[config.mk]
export PLATFORM = sky130hd
export DESIGN_NAME = axi_lite_write_arbiter
export DESIGN_NICKNAME = d
export VERILOG_FILES = /design/src/rtl/axi_lite_write_arbiter.sv
export SDC_FILE = /design/constraint.sdc
export NUM_CORES = 1
export LEC_CHECK = 0
export CORE_ASPECT_RATIO = 1.75
export CORE_MARGIN = 8
export CORE_UTILIZATION = 37
export CTS_CLUSTER_DIAMETER = 40
export DETAILED_ROUTE_END_ITERATION = 8
export PLACE_DENSITY = 0.91
export SLEW_MARGIN = 20
export SYNTH_ARGS = -nofsm -noshare
export SYNTH_HDL_FRONTEND = slang
export SYNTH_SLANG_ARGS = --single-unit
[constraint.sdc]
create_clock -name ACLK -period 1.9 [get_ports ACLK]
set_input_delay 0.38 -clock ACLK [delete_from_list [all_inputs] [get_ports ACLK]]
set_output_delay 0.38 -clock ACLK [all_outputs]
set_load 0.005 [all_outputs]
[src/rtl/axi_lite_write_arbiter.sv]
// Round-robin arbiter sharing one AXI-Lite single-beat writer engine
// between N_REQ requesters; returns per-requester done/timeout pulses.
module axi_lite_write_arbiter #(
  parameter int N_REQ     = 4,
  parameter int START_TMO = 16
) (
  input  logic                 ACLK,
  input  logic                 ARESETn,
  input  logic [N_REQ-1:0]     req_valid,
  input  logic [32*N_REQ-1:0]  req_addr,
  input  logic [32*N_REQ-1:0]  req_data,
  output logic [N_REQ-1:0]     req_ack,
  output logic [N_REQ-1:0]     req_done,
  output logic [N_REQ-1:0]     req_err,
  output logic [31:0]          wr_addr,
  output logic [31:0]          wr_data,
  output logic                 wr_start,
  input  logic                 wr_run,
  output logic                 busy,
  output logic [2:0]           grant_id
);

  localparam int IW = (N_REQ > 1) ? $clog2(N_REQ) : 1;
  localparam int TW = $clog2(START_TMO + 1);

  typedef enum logic [1:0] {
    S_IDLE,
    S_LAUNCH,
    S_WAIT,
    S_BUSY
  } state_t;

  state_t          r_state;
  state_t          w_next;
  logic [IW-1:0]   r_rr;
  logic [IW-1:0]   r_idx;
  logic [TW-1:0]   r_tmo;
  logic [IW-1:0]   w_pick;
  logic            w_any;
  logic [IW-1:0]   w_nxt_rr;
  logic            w_launch;
  logic            w_tmo_hit;
  logic            w_fin;

  // Scan downward so the lowest offset from the pointer wins last.
  always_comb begin
    int v_idx;
    v_idx  = 0;
    w_pick = '0;
    w_any  = 1'b0;
    for (int k = N_REQ - 1; k >= 0; k--) begin
      v_idx = int'(r_rr) + k;
      if (v_idx >= N_REQ) v_idx = v_idx - N_REQ;
      if (req_valid[v_idx]) begin
        w_pick = IW'(v_idx);
        w_any  = 1'b1;
      end
    end
  end

  assign w_nxt_rr = (r_idx == IW'(N_REQ - 1)) ? '0 : r_idx + 1'b1;

  assign w_launch  = (r_state == S_IDLE) && w_any && !wr_run;
  assign w_tmo_hit = (r_state == S_WAIT) && !wr_run &&
                     (r_tmo == TW'(START_TMO - 1));
  assign w_fin     = (r_state == S_BUSY) && !wr_run;

  always_ff @(posedge ACLK or negedge ARESETn) begin
    if (!ARESETn) r_state <= S_IDLE;
    else          r_state <= w_next;
  end

  always_comb begin
    w_next = r_state;
    unique case (1'b1)
      (r_state == S_IDLE):   if (w_launch) w_next = S_LAUNCH;
      (r_state == S_LAUNCH): w_next = S_WAIT;
      (r_state == S_WAIT): begin
        if (wr_run)         w_next = S_BUSY;
        else if (w_tmo_hit) w_next = S_IDLE;
      end
      (r_state == S_BUSY):   if (w_fin) w_next = S_IDLE;
      default:               w_next = S_IDLE;
    endcase
  end

  always_comb begin
    wr_start = (r_state == S_LAUNCH);
    busy     = (r_state != S_IDLE);
  end

  always_ff @(posedge ACLK or negedge ARESETn) begin
    if (!ARESETn) begin
      r_rr     <= '0;
      r_idx    <= '0;
      r_tmo    <= '0;
      req_ack  <= '0;
      req_done <= '0;
      req_err  <= '0;
      wr_addr  <= '0;
      wr_data  <= '0;
    end else begin
      req_ack  <= w_launch  ? (N_REQ'(1) << w_pick) : '0;
      req_done <= w_fin     ? (N_REQ'(1) << r_idx)  : '0;
      req_err  <= w_tmo_hit ? (N_REQ'(1) << r_idx)  : '0;
      if (w_launch) begin
        wr_addr <= req_addr[32*w_pick +: 32];
        wr_data <= req_data[32*w_pick +: 32];
        r_idx   <= w_pick;
      end
      if (w_fin || w_tmo_hit) r_rr <= w_nxt_rr;
      if (r_state == S_LAUNCH)
        r_tmo <= '0;
      else if (r_state == S_WAIT && !wr_run)
        r_tmo <= r_tmo + 1'b1;
    end
  end

  assign grant_id = 3'(r_idx);

endmodule

## After elaboration in Yosys (flattened, before gate mapping)

Cells that the tools add are included.

| word-level totals | value |
|---|---|
| register bits | 87 |
| logic and storage cells | 84 |

| operators by class | value |
|---|---|
| reduce and logical (&&, ||, !) cells | 11 |
| magnitude comparators | 8 |
| shifts and indexed selects | 4 |
| add/subtract/negate cells | 9 |
| mux-type cells | 35 |
| equality and inequality tests | 8 |

Operator list:

| operator | count |
|---|---|
| variable part select 128 x 8 -> 32 bit | 2 |
| < comparator 32 x 4 -> 1 bit, second input constant | 4 |
| two-way mux 32 bit | 4 |
| two-way mux 2 bit | 9 |
| two-way mux 1 bit | 12 |
| two-way mux 4 bit | 3 |
| subtractor 3 x 3 -> 4 bit, second input constant | 3 |
| two-way mux 5 bit | 2 |
| >= comparator 3 bit, second input constant | 3 |
| binary-select mux 1 bit (select 2 bit) | 4 |
| case mux 2 bit (4 select lines) | 1 |
| << shifter 1 x 2 -> 4 bit, first input constant | 2 |
| adder 2 x 2 -> 3 bit, second input constant | 2 |
| == test 2 bit, second input constant | 3 |
| adder 5 x 1 -> 5 bit, second input constant | 1 |
| == test 5 x 4 -> 1 bit, second input constant | 1 |
| logical AND 1 bit | 5 |
| != test 2 bit, second input constant | 2 |
| nonzero test 2 bit | 2 |
| subtractor 2 x 3 -> 4 bit, second input constant | 1 |
| adder 2 x 1 -> 3 bit, second input constant | 1 |
| >= comparator 2 x 3 -> 1 bit, second input constant | 1 |
| != test 3 bit, second input constant | 1 |
| AND reduction 3 bit | 1 |
| 5 further kinds | 5 |

## Depth between registers and ports, before layout

| logic depth | value |
|---|---|
| word-level depth | 14 |
| mapped depth | 8 |

## Worst setup path after synthesis

No wires, ideal clock.

| path | value |
|---|---|
| kind | register to register |
| start point | register r_rr[1] |
| end point | register wr_addr[12] |
| path slack | 0.148 ns |
| arrival time | 1.626 ns |
| setup time | 0.126 ns |
| required time | 1.774 ns |
| stages on the path, launching flop included | 7 |
| path through | dfrtp_1 nand2b_1 a21o_1 nand2_2 buf_6 mux2_1 a221o_1 |

| on the way | value |
|---|---|
| word-level cells in the longest chain between the ends | 12 |

Ends and longest elaborated chain:

| what | line | RTL |
|---|---|---|
| start, declared | 35 | `logic [IW-1:0] r_rr;` |
| start signal, assigned | 111 | `if (w_fin \|\| w_tmo_hit) r_rr <= w_nxt_rr;` |
| branches (longest 12 deep; another with subtractor 3 x 3 -> 4 bit) | n/a |  |
| end signal, assigned | 107 | `wr_addr <= req_addr[32*w_pick +: 32];` |
| end, declared | 15 | `output logic [31:0] wr_addr,` |

Parallel ways; which one is timed is not known. The select of a mux whose other input is x is not followed.
A chain may end at the register's enable or synchronous reset.

## Worst setup path after layout

| path | value |
|---|---|
| start point | register r_rr[1] |
| end point | register wr_addr[2] |

Same word-level chain as after synthesis.

==> parameters.txt <==
Parameter                              Value

Detailed routing
  Per-cell routed wire length    23.93 microns
  Final WL    27,020 microns
  Number of remaining DRC errors    0
  Number of nets with antenna violations after detailed routing    0
  Drt initial violations    362
  1st-pass router iterations    5
  DR vias/cell    5.820
  Via Count    6,571

Worst setup path
  Critical path launch point type    flip-flop
  Kind of critical path    flip-flop to flip-flop
  Req. time, crit path    2.10 ns
  Critical path endpoint category    flip-flop
  Critical path fanouts, max    9
  CP arrival    2.18 ns

STA
  Hold Vio Cnt, Final    0
  Final hold slack    0.5102 ns
  Unrepaired setup endpoints after global routing    true
  Maximum achievable frequency    0.5065 GHz
  Final Cycle Share    103.9%
  Worst path setup slack after routing    -0.07426 ns
  Finish-stage setup viols    27
  Clock Skews    0.009729 ns
  Max Transition Viols Final    0
  Time the final worst path needs with I/O delays and setup    1.974 ns
  Total negative slack for setup checks    -0.9154 ns

Global routing
  Grt met2 use    45.47%
  Layer carrying the most global-route usage    met2
  Grt met1 use    29.62%
  Initial antenna violation count    0
  Overall track demand over capacity in global routing    26.48%
  Pin count of the biggest net entering global routing    47
  Overflow left after global routing    0
  Global-route wire length before repair    38,700 microns
  Met3 Use GR    6.642%
  Vias in the first global route    6,827

Yosys
  Number of nets in the synthesized netlist    855
  FF+latch count, synth    87
  Netlist Area Pre-Place    0.005385 sq mm
  Number of standard cells after synthesis    586
  Avg Cell Area, Syn    9.190 sq um
  Post-synth cell types    35
  Sequential-to-total area share from yosys stat    40.43%
  Count of synthesis-stage warnings from yosys    0

Final layout
  Most common library cell in the layout ignoring fill and taps    sky130_fd_sc_hd__clkdlybuf4s50_1
  Most used cells in the layout excluding fill and tap cells    336 x sky130_fd_sc_hd__clkdlybuf4s50_1, 86 x sky130_fd_sc_hd__dfrtp_1, 67 x sky130_fd_sc_hd__o21ai_0
  P&R area growth vs syn    88.04%
  Total of fill cells in the finished design    997
  Sequential standard cell area    0.002178 sq mm
  Number of inserted diodes    0
  Share of layout cells above drive strength 1    13.59%
  Finished Core Util    70.83%
  Nets@finish    1,213
  Area of combinational cells with multiple inputs    0.003137 sq mm

Floorplanning
  IO Pins    344
  Placeable core area    0.01430 sq mm
  Die Footprint    0.01882 sq mm
  Effective utilization at floorplan    37.67%
  Floorplan die width    107.2 microns
  Die span in y    175.6 microns
  Number of core rows    58

Clock tree
  Clock latency reported for the late side of the worst-skew pair    0.34 ns
  Maximum buffer depth of the clock tree    2
  Clock-pin slew on the worst setup and hold paths    0.07 ns
  Total number of clock tree sinks    87
  CTS tree    yes
  Number of buffers created by CTS    9
  Clock H-tree levels    3
  Clock root buffer    sky130_fd_sc_hd__clkbuf_16

Placement
  RePlAce Congestion    0.8804
  Post-placement worst setup slack    -0.7519 ns
  Port buffer count    342
  HPWL after DPL    19,100 microns

Power
  Power per cell area    1169 mW/mm^2
  Leakage    4.283 nW
  Worst ir drop on vdd    0.5460 mV
  Design Power    11.84 mW

Run
  Max-cap violation count    0

Outcome
  Outcome    finished, violations left
  Failing checks    setup timing

Min path
  Type of the worst min-delay path    flip-flop to flip-flop
==> sequential cells by signal, summed over array words and instances, names as in the netlist <==
| name | cells |
|---|---|
| wr_addr | 32 |
| wr_data | 32 |
| r_tmo | 5 |
| req_ack | 4 |
| req_done | 4 |
| req_err | 4 |
| r_idx | 2 |
| r_rr | 2 |
| r_state | 2 |
==> stage by stage <==
stage               area (sq um)  std cells
CTS                         9911       1124
floorplan                   5385        586
detailed placement          9339       1097
global route               10130       1129
finish                     10130       1129
global placement            9339       1097
==> synth_stat cells <==
| cell | n | share of area (%) |
|---|---|---|
| sky130_fd_sc_hd__o21ai_0 | 74 | 6.9 |
| sky130_fd_sc_hd__buf_6 | 5 | 1.0 |
| sky130_fd_sc_hd__mux2i_1 | 36 | 6.7 |
| sky130_fd_sc_hd__clkbuf_1 | 36 | 2.5 |
| sky130_fd_sc_hd__nand2_1 | 45 | 3.1 |
| sky130_fd_sc_hd__nand2_2 | 1 | 0.12 |
| sky130_fd_sc_hd__dfrtp_1 | 87 | 40 |
| sky130_fd_sc_hd__o211ai_1 | 36 | 5.0 |
| sky130_fd_sc_hd__buf_1 | 3 | 0.21 |
| sky130_fd_sc_hd__o31ai_1 | 1 | 0.14 |
| sky130_fd_sc_hd__a22o_1 | 1 | 0.16 |
| sky130_fd_sc_hd__nand2b_1 | 2 | 0.23 |
| sky130_fd_sc_hd__buf_4 | 3 | 0.42 |
| sky130_fd_sc_hd__ha_1 | 6 | 1.4 |
| sky130_fd_sc_hd__a21oi_1 | 34 | 3.2 |
| sky130_fd_sc_hd__o2bb2ai_1 | 1 | 0.16 |
| sky130_fd_sc_hd__mux2_1 | 29 | 6.1 |
| sky130_fd_sc_hd__mux2_2 | 1 | 0.21 |
| sky130_fd_sc_hd__and3_1 | 7 | 0.81 |
| sky130_fd_sc_hd__nor4b_1 | 1 | 0.16 |
| sky130_fd_sc_hd__or2_1 | 1 | 0.12 |
| sky130_fd_sc_hd__nor3b_1 | 1 | 0.14 |
| sky130_fd_sc_hd__inv_1 | 6 | 0.42 |
| sky130_fd_sc_hd__nand4b_1 | 1 | 0.16 |
| sky130_fd_sc_hd__nand3_1 | 66 | 6.1 |
| sky130_fd_sc_hd__a211oi_1 | 1 | 0.14 |
| sky130_fd_sc_hd__nor3_1 | 3 | 0.28 |
| sky130_fd_sc_hd__nor2_1 | 11 | 0.77 |
| sky130_fd_sc_hd__conb_1 | 1 | 0.070 |
| sky130_fd_sc_hd__a211o_1 | 2 | 0.33 |
| sky130_fd_sc_hd__and2_1 | 4 | 0.46 |
| sky130_fd_sc_hd__a2bb2oi_2 | 1 | 0.28 |
| sky130_fd_sc_hd__buf_2 | 13 | 1.2 |
| sky130_fd_sc_hd__a221o_1 | 29 | 5.4 |
| sky130_fd_sc_hd__a21o_1 | 37 | 5.2 |
==> cell families (layout without fill, tap and decap cells) <==
logic type / after synthesis / after routing / synth area share [%]
other: 1 / 1 / 0.06964
AO/OA/AOI/OAI: 217 / 217 / 26.81
buffers and inverters: 66 / 429 / 5.808
multiplexers: 66 / 66 / 12.96
flip-flops: 87 / 87 / 40.43
adder cells (fa/ha/maj): 6 / 6 / 1.394
AND/OR/NAND/NOR: 143 / 143 / 12.52
==> layout make-up <==
cell class,count,share of cell area (%)
timing repair buffer,407,41.76
tap,180,2.224
clock inverter,6,0.9020
multi-input combinational,433,30.98
inverter,6,0.2595
sequential,87,21.51
clock buffer,10,2.360
==> per-layer routing <==
metal  share of wire (%)  vias to the layer above
met5                   0                        -
met4                 4.2                        0
met3                 8.5                       65
met2                  52                      394
met1                  35                     3207
li1                    -                     2905
==> final timing paths <==
kind,startpoint,endpoint,slack (ns),cells after the start
min in group asynchronous,ARESETn,wr_addr[30],0.52,2
max in group asynchronous,ARESETn,wr_data[6],0.78,3
max,r_rr[1],wr_addr[2],-0.07,6
min,wr_addr[0],wr_addr[0],0.51,2
max reg2reg,r_rr[1],wr_addr[2],-0.07,6
min reg2reg,wr_addr[0],wr_addr[0],0.51,2
==> worst max-delay path, stage by stage, from the launching register on <==
cell                        delay (ns)
sky130_fd_sc_hd__dfrtp_2          0.46
sky130_fd_sc_hd__mux2i_4          0.23
sky130_fd_sc_hd__a2bb2oi_4        0.23
sky130_fd_sc_hd__nand2_8          0.12
sky130_fd_sc_hd__buf_12           0.17
sky130_fd_sc_hd__mux2_4           0.30
sky130_fd_sc_hd__a221o_1          0.34
==> report_power, final <==
part           switching (mW)  internal (mW)  total (mW)
Combinational            3.04           3.79        6.83
Sequential              0.455           2.58        3.04
Clock                   0.776           1.20        1.97
==> repair_timing <==
action | 4_1_cts | 5_1_grt
gates cloned | 2 | 5
pin swaps | 5 | 6
resized for setup | 30 | 41
setup endpoints to repair | 68 | 65
buffers inserted | 8 | 1
hold buffers | 1 | 0
endpoints found under the hold margin | 26 | 0
Note: power is estimated with default switching activity, not from simulation.
